==> src/rtl/mc_control.sv <==
// mc_control: multi-cycle control FSM for the RV32I core.
//
// Sequences the shared memory port, instruction register load, PC update,
// ALU operand muxes and register-file writeback. The next step is chosen from
// the opcode of the held instruction. The block also provides a memory-ready
// handshake timeout, a sticky fault state and a retired-instruction counter.
//
// Ports:
//   clk, rst        rising-edge clock, synchronous active-high reset
//   Instr           held instruction; only the opcode field is decoded
//   BrTaken         branch comparator result, used in EXEC
//   MemReady        acknowledge for the current memory request
//   MemReq/MemWe    memory request / write enable
//   AdrSrc          memory address select (0 = PC, 1 = ALU result)
//   IRWrite         instruction register load
//   PCWrite/PCSrc   PC update enable / next-PC select
//   ALUSrcA/ALUSrcB ALU operand selects
//   RegWrite        register-file write enable
//   ResultSrc       writeback data select
//   Fault           sticky fault flag; FaultCause 1 = illegal op, 2 = timeout
//   State           current state encoding (debug)
//   Retired         retired-instruction count, wraps modulo 2^CNT_W
module mc_control #(
    parameter int MEM_TIMEOUT = 15,
    parameter int CNT_W       = 32
) (
    input  logic             clk,
    input  logic             rst,
    input  logic [31:0]      Instr,
    input  logic             BrTaken,
    input  logic             MemReady,
    output logic             MemReq,
    output logic             MemWe,
    output logic             AdrSrc,
    output logic             IRWrite,
    output logic             PCWrite,
    output logic [1:0]       PCSrc,
    output logic             ALUSrcA,
    output logic             ALUSrcB,
    output logic             RegWrite,
    output logic [1:0]       ResultSrc,
    output logic             Fault,
    output logic [1:0]       FaultCause,
    output logic [2:0]       State,
    output logic [CNT_W-1:0] Retired
);

    typedef enum logic [2:0] {
        S_FETCH  = 3'd0,
        S_DECODE = 3'd1,
        S_EXEC   = 3'd2,
        S_MEM    = 3'd3,
        S_WB     = 3'd4,
        S_FAULT  = 3'd7
    } state_t;

    localparam logic [6:0] OP_R     = 7'b0110011;
    localparam logic [6:0] OP_I     = 7'b0010011;
    localparam logic [6:0] OP_LOAD  = 7'b0000011;
    localparam logic [6:0] OP_STORE = 7'b0100011;
    localparam logic [6:0] OP_BR    = 7'b1100011;
    localparam logic [6:0] OP_JAL   = 7'b1101111;
    localparam logic [6:0] OP_JALR  = 7'b1100111;
    localparam logic [6:0] OP_LUI   = 7'b0110111;
    localparam logic [6:0] OP_AUIPC = 7'b0010111;

    localparam logic [7:0]       TLIM    = 8'(MEM_TIMEOUT);
    localparam logic [CNT_W-1:0] CNT_ONE = {{(CNT_W-1){1'b0}}, 1'b1};

    state_t           state, nxt;
    logic [7:0]       tcnt;
    logic [1:0]       cause, cause_nxt;
    logic [CNT_W-1:0] retired;
    logic             retire;
    logic             timeout;

    // Only the opcode field steers the sequencer; the rest belongs to the datapath.
    logic [6:0] op;
    logic       unused_instr;
    assign op           = Instr[6:0];
    assign unused_instr = ^Instr[31:7];

    logic is_r, is_i, is_ld, is_st, is_br, is_jal, is_jalr, is_lui, is_auipc;
    logic legal, srca, srcb;

    assign is_r     = (op == OP_R);
    assign is_i     = (op == OP_I);
    assign is_ld    = (op == OP_LOAD);
    assign is_st    = (op == OP_STORE);
    assign is_br    = (op == OP_BR);
    assign is_jal   = (op == OP_JAL);
    assign is_jalr  = (op == OP_JALR);
    assign is_lui   = (op == OP_LUI);
    assign is_auipc = (op == OP_AUIPC);
    assign legal    = is_r | is_i | is_ld | is_st | is_br | is_jal | is_jalr | is_lui | is_auipc;

    // Operand selection is fixed by opcode and kept stable from EXEC through
    // MEM/WB so the ALU result feeding the address or jump target stays valid.
    assign srca = is_auipc;
    assign srcb = is_i | is_ld | is_st | is_jalr | is_auipc;

    // The limit cycle only faults if the acknowledge is still missing.
    assign timeout = (tcnt == TLIM) && !MemReady;

    always_comb begin
        nxt        = state;
        cause_nxt  = cause;
        retire     = 1'b0;
        MemReq     = 1'b0;
        MemWe      = 1'b0;
        AdrSrc     = 1'b0;
        IRWrite    = 1'b0;
        PCWrite    = 1'b0;
        PCSrc      = 2'd0;
        ALUSrcA    = 1'b0;
        ALUSrcB    = 1'b0;
        RegWrite   = 1'b0;
        ResultSrc  = 2'd0;
        Fault      = 1'b0;
        FaultCause = cause;
        State      = state;
        Retired    = retired;

        case (state)
            S_FETCH: begin
                MemReq = 1'b1;
                if (MemReady) begin
                    IRWrite = 1'b1;
                    nxt     = S_DECODE;
                end else if (timeout) begin
                    nxt       = S_FAULT;
                    cause_nxt = 2'd2;
                end
            end
            S_DECODE: begin
                if (legal) begin
                    nxt = S_EXEC;
                end else begin
                    nxt       = S_FAULT;
                    cause_nxt = 2'd1;
                end
            end
            S_EXEC: begin
                ALUSrcA = srca;
                ALUSrcB = srcb;
                if (is_ld || is_st) begin
                    nxt = S_MEM;
                end else if (is_br) begin
                    PCWrite = 1'b1;
                    PCSrc   = BrTaken ? 2'd1 : 2'd0;
                    retire  = 1'b1;
                    nxt     = S_FETCH;
                end else begin
                    nxt = S_WB;
                end
            end
            S_MEM: begin
                MemReq  = 1'b1;
                AdrSrc  = 1'b1;
                MemWe   = is_st;
                ALUSrcA = srca;
                ALUSrcB = srcb;
                if (MemReady) begin
                    if (is_st) begin
                        PCWrite = 1'b1;
                        retire  = 1'b1;
                        nxt     = S_FETCH;
                    end else begin
                        nxt = S_WB;
                    end
                end else if (timeout) begin
                    nxt       = S_FAULT;
                    cause_nxt = 2'd2;
                end
            end
            S_WB: begin
                RegWrite = 1'b1;
                PCWrite  = 1'b1;
                ALUSrcA  = srca;
                ALUSrcB  = srcb;
                retire   = 1'b1;
                nxt      = S_FETCH;
                if (is_ld)                 ResultSrc = 2'd1;
                else if (is_jal || is_jalr) ResultSrc = 2'd2;
                else if (is_lui)           ResultSrc = 2'd3;
                if (is_jal)       PCSrc = 2'd1;
                else if (is_jalr) PCSrc = 2'd2;
            end
            S_FAULT: begin
                Fault = 1'b1;
            end
            default: begin
                nxt = S_FETCH;
            end
        endcase

        // Reset silences every output, including a request in flight.
        if (rst) begin
            MemReq     = 1'b0;
            MemWe      = 1'b0;
            AdrSrc     = 1'b0;
            IRWrite    = 1'b0;
            PCWrite    = 1'b0;
            PCSrc      = 2'd0;
            ALUSrcA    = 1'b0;
            ALUSrcB    = 1'b0;
            RegWrite   = 1'b0;
            ResultSrc  = 2'd0;
            Fault      = 1'b0;
            FaultCause = 2'd0;
            State      = 3'd0;
            Retired    = '0;
            retire     = 1'b0;
        end
    end

    always_ff @(posedge clk) begin
        if (rst) begin
            state   <= S_FETCH;
            cause   <= 2'd0;
            retired <= '0;
            tcnt    <= 8'd0;
        end else begin
            state <= nxt;
            cause <= cause_nxt;
            if (retire) retired <= retired + CNT_ONE;
            // Any state change restarts the wait count, so FETCH and MEM
            // always begin counting from zero.
            if (nxt != state)
                tcnt <= 8'd0;
            else if (MemReq && !MemReady)
                tcnt <= tcnt + 8'd1;
        end
    end

endmodule
==> config.mk <==
export PLATFORM = sky130hd
export DESIGN_NAME = mc_control
export DESIGN_NICKNAME = d
export VERILOG_FILES = /design/src/rtl/mc_control.sv
export SDC_FILE = /design/constraint.sdc
export NUM_CORES = 1
export LEC_CHECK = 0
export BUFFER_PORTS_ARGS = -buffer_cell sky130_fd_sc_hd__buf_2
export CORE_AREA = 3 3 79 74
export DETAILED_ROUTE_END_ITERATION = 10
export DIE_AREA = 0 0 82 77
export GPL_ROUTABILITY_DRIVEN = 0
export PLACE_DENSITY_LB_ADDON = 0.15
export RECOVER_POWER = 100
export REMOVE_ABC_BUFFERS = 1
export SLEW_MARGIN = 20
export SYNTH_ARGS = -nofsm -noshare
export SYNTH_HDL_FRONTEND = slang
export SYNTH_SLANG_ARGS = --single-unit
==> constraint.sdc <==
create_clock -name clk -period 5.5 [get_ports clk]
set_input_delay 1.1 -clock clk [delete_from_list [all_inputs] [get_ports clk]]
set_output_delay 1.1 -clock clk [all_outputs]
set_load 0.005 [all_outputs]
==> impl_metrics.prom <==
# TYPE chip_impl_metric gauge
chip_impl_metric{name="clk_path_buf_depth",unit=""} 2
chip_impl_metric{name="synth.ff_latch_count",unit=""} 45
chip_impl_metric{name="global_route.usage.met3",unit="%"} 4.23
chip_impl_metric{name="synth-async-reset-ratio",unit="%"} 0
chip_impl_metric{name="worst-endpoint-required",unit="ns"} 4.40
chip_impl_metric{name="floorplan.die.height",unit="um"} 77
chip_impl_metric{name="synth_warnings",unit=""} 0
chip_impl_metric{name="synth_top_area_share",unit="%"} 32.7
chip_impl_info{name="crit_family",value="buffers and inverters"} 1
chip_impl_info{name="netlist_top_cells_count",value="sky130_fd_sc_hd__dfxtp_1, sky130_fd_sc_hd__nor2_1, sky130_fd_sc_hd__a21oi_1, sky130_fd_sc_hd__nor2b_1, sky130_fd_sc_hd__nand2_1"} 1
chip_impl_metric{name="worst-endpoint-arrival",unit="ns"} 3.38
chip_impl_metric{name="power_density",unit="mW/mm2"} 250
chip_impl_metric{name="clkSlewWorstSetupHoldPaths",unit="ns"} 0.08
chip_impl_metric{name="postPlaceCellArea",unit="mm2"} 0.00304
chip_impl_info{name="cpMaxStageDelayCell",value="sky130_fd_sc_hd__or4b_2"} 1
chip_impl_metric{name="wl_per_cell",unit="um"} 13.0
chip_impl_metric{name="dp_cells",unit=""} 468
chip_impl_metric{name="core_area",unit="mm2"} 0.00513
chip_impl_metric{name="grt.overflow.total",unit=""} 0
chip_impl_info{name="synth_top_area_cell",value="sky130_fd_sc_hd__dfxtp_1"} 1
chip_impl_metric{name="met1_usage",unit="%"} 27.8
chip_impl_info{name="cts_tree",value="yes"} 1
chip_impl_info{name="timing.critical_path.from_type",value="input port"} 1
chip_impl_metric{name="synth.distinct_cells",unit=""} 48
chip_impl_info{name="setup_repair_after_global_routing_missed_its_margin",value="no"} 1
chip_impl_metric{name="antenna-diode-count",unit=""} 0
chip_impl_metric{name="dieWidth",unit="um"} 82
chip_impl_info{name="cts_root_buffer",value="sky130_fd_sc_hd__clkbuf_8"} 1
chip_impl_metric{name="synthCells",unit=""} 362
chip_impl_metric{name="post-route-min-period",unit="ns"} 4.48
chip_impl_metric{name="drt-pass1-iter-count",unit=""} 4
chip_impl_metric{name="grt_max_degree",unit=""} 79
chip_impl_info{name="cpMostUsedCell",value="sky130_fd_sc_hd__clkbuf_1"} 1
chip_impl_metric{name="io-pin-count",unit=""} 86
chip_impl_metric{name="worst_skew_pair.late_latency",unit="ns"} 0.29
chip_impl_metric{name="via_count",unit=""} 2676
chip_impl_metric{name="post_cts_buffers",unit=""} 0
chip_impl_metric{name="detailedPlacementHpwl",unit="mm"} 4.36
chip_impl_metric{name="start_util",unit="%"} 53.7
chip_impl_metric{name="fin_nets",unit=""} 446
chip_impl_metric{name="worst_ir_drop_vdd",unit="V"} 0.000153
chip_impl_metric{name="power_leakage",unit="uW"} 0.00103
chip_impl_metric{name="areaGrowthSynthToFinish",unit="%"} 11.1
chip_impl_metric{name="layout.cells.non_filler",unit=""} 476
chip_impl_metric{name="grt.met2_usage",unit="%"} 31.5
chip_impl_info{name="synth_ff_type",value="sky130_fd_sc_hd__dfxtp_1"} 1
chip_impl_metric{name="buffer_ports.inserted",unit=""} 60
chip_impl_info{name="outcome",value="finished, final reports clean"} 1
chip_impl_metric{name="power.total",unit="uW"} 765
chip_impl_metric{name="worst-path-buf-inv",unit=""} 4
chip_impl_metric{name="timing.critical_path.fanout_max",unit=""} 35
chip_impl_info{name="grt-busiest-layer",value="met2"} 1
chip_impl_metric{name="cts_buffers",unit=""} 5
chip_impl_metric{name="die-area",unit="mm2"} 0.00631
chip_impl_info{name="synth_area_leaders",value="sky130_fd_sc_hd__dfxtp_1, sky130_fd_sc_hd__nor2b_1, sky130_fd_sc_hd__a21oi_1"} 1
chip_impl_metric{name="transition_time_of_the_tightest_slew_check_pin",unit="ns"} 1.43
chip_impl_metric{name="synth_edf_count",unit=""} 0
chip_impl_metric{name="ctsResizeCount",unit=""} 0
chip_impl_metric{name="cts.htree.levels",unit=""} 2
chip_impl_metric{name="rows",unit=""} 25
chip_impl_metric{name="detailed_route_drc_error_count",unit=""} 0
chip_impl_info{name="hp-class",value="reg -> reg"} 1
chip_impl_metric{name="grt_pass1_vias",unit=""} 2365
chip_impl_metric{name="max_cap_violations",unit=""} 0
chip_impl_metric{name="maxClockFrequency",unit="GHz"} 0.223
chip_impl_info{name="endpoint_kind",value="primary output"} 1
chip_impl_metric{name="drt-total-wl",unit="mm"} 6.17
chip_impl_metric{name="slew-limit-headroom",unit="%"} 4.40
chip_impl_metric{name="layout_worst_path_cycle_share",unit="%"} 81.5
chip_impl_metric{name="initial_antenna_violation_count",unit=""} 0
chip_impl_metric{name="finalSetupTns",unit="ns"} 0
chip_impl_metric{name="layout_cell_share_with_drive_strength_beyond_1",unit="%"} 9.29
chip_impl_metric{name="final-setup-viol-count",unit=""} 0
chip_impl_metric{name="avgViaCountPerCell",unit=""} 5.62
chip_impl_metric{name="post_synth.cell_area_avg",unit="um2"} 7.60
chip_impl_metric{name="report.final.slew_viol_count",unit=""} 0
chip_impl_metric{name="globalRouteTotalUtil",unit="%"} 20.1
chip_impl_info{name="synthMostInstantiatedCell",value="sky130_fd_sc_hd__dfxtp_1"} 1
chip_impl_info{name="ws_path_type",value="in -> out"} 1
chip_impl_metric{name="synth.yosys.seq_area_share",unit="%"} 32.7
chip_impl_metric{name="drtAntennaViolNets",unit=""} 0
chip_impl_metric{name="clock_skew",unit="ns"} 0.00591
chip_impl_metric{name="fin_area",unit="mm2"} 0.00306
chip_impl_metric{name="critical_path.max_stage_delay",unit="ns"} 0.70
chip_impl_metric{name="global_route_wire_length_before_repair",unit="mm"} 10.5
chip_impl_metric{name="syn-cell-area",unit="mm2"} 0.00275
chip_impl_info{name="sequence_of_cells_on_the_critical_path",value="clkbuf_1 -> or4b_2 -> o32ai_1 -> a21oi_2 -> clkbuf_1 -> inv_1 -> buf_2"} 1
chip_impl_metric{name="drtIter0Drc",unit=""} 133
chip_impl_metric{name="clock_sinks",unit=""} 45
chip_impl_metric{name="timing.final.hold_violations",unit=""} 0
chip_impl_metric{name="cts-hold-fix-buffers",unit=""} 0
worst register-to-register path: stages (launching register included):
cell	delay [ns]
sky130_fd_sc_hd__dfxtp_1	0.68
sky130_fd_sc_hd__or4b_4	0.53
sky130_fd_sc_hd__o32ai_1	0.54
sky130_fd_sc_hd__a21oi_2	0.11
sky130_fd_sc_hd__clkbuf_1	0.50
sky130_fd_sc_hd__or4_1	0.67
sky130_fd_sc_hd__a21oi_1	0.14
per-layer routing:
metal	share of wire (%)	wire length, um
met4	1.0	63
met2	43	2670
met1	49	3050
met3	6.3	386
met5	0	0
through the flow:
stage               worst slack, ns  util [%]  hold slack, ns
floorplan                      1.94         -           0.433
global placement               1.60      59.2           0.456
detailed placement             1.57      59.2           0.458
CTS                            1.56      61.2           0.470
global route                  0.815      59.6           0.487
finish                         1.02      59.6           0.469
layout make-up:
class                      count  area [um2]
inverter                      11        41.3
sequential                    45         901
timing repair buffer          62         260
clock buffer                   7        96.3
tap                           67        83.8
clock inverter                 1        5.00
fill                         507        2070
multi-input combinational    283        1670
cells in the final DEF (no fill, tap or decap), drive strengths merged, types with 5 or more instances in the layout:
cell type and count:
or4 9, nor3 13, or3 15, nor2 34, a21oi 33, dfxtp 45, nand2 29, nor2b 31
xor2 5, buf 13, xnor2 5, nor4 5, nand4 13, o21ai 24, nand3 9, clkbuf 56
o31ai 11, inv 11
path summary, 6_finish.rpt:
path / start / endpoint / slack [ns] / cells past startpoint
hold reg to reg: cause[0]$_SDFFE_PP0P_ / cause[0]$_SDFFE_PP0P_ / 0.47 / 2
setup reg to reg: state[1]$_SDFF_PP0_ / retired[13]$_SDFFE_PP0P_ / 2.24 / 6
setup / recovery: Instr[4] / PCWrite / 1.02 / 7
hold / removal: cause[0]$_SDFFE_PP0P_ / cause[0]$_SDFFE_PP0P_ / 0.47 / 2
registers in the layout, summed over array words and instances (netlist names):
signal	count
retired	32
tcnt	8
state	3
cause	2
power breakdown:
group	internal (uW)	leakage, uW	switching [uW]
registers	340	0.000363	42.5
logic	65.8	0.000617	95.7
clock network	114	0.0000542	108
cell families (layout without fill, tap and decap cells):
| logic type | Yosys count | in the layout | synth area share, % |
|---|---|---|---|
| AO/OA/AOI/OAI | 81 | 81 | 18.5 |
| XOR/XNOR | 10 | 10 | 3.18 |
| adder cells (fa/ha/maj) | 3 | 3 | 1.27 |
| buffers and inverters | 34 | 81 | 5.68 |
| flip-flops | 45 | 45 | 32.7 |
| multiplexers | 3 | 3 | 1.14 |
| AND/OR/NAND/NOR | 186 | 186 | 37.5 |
(Power assumes the default switching activity.)
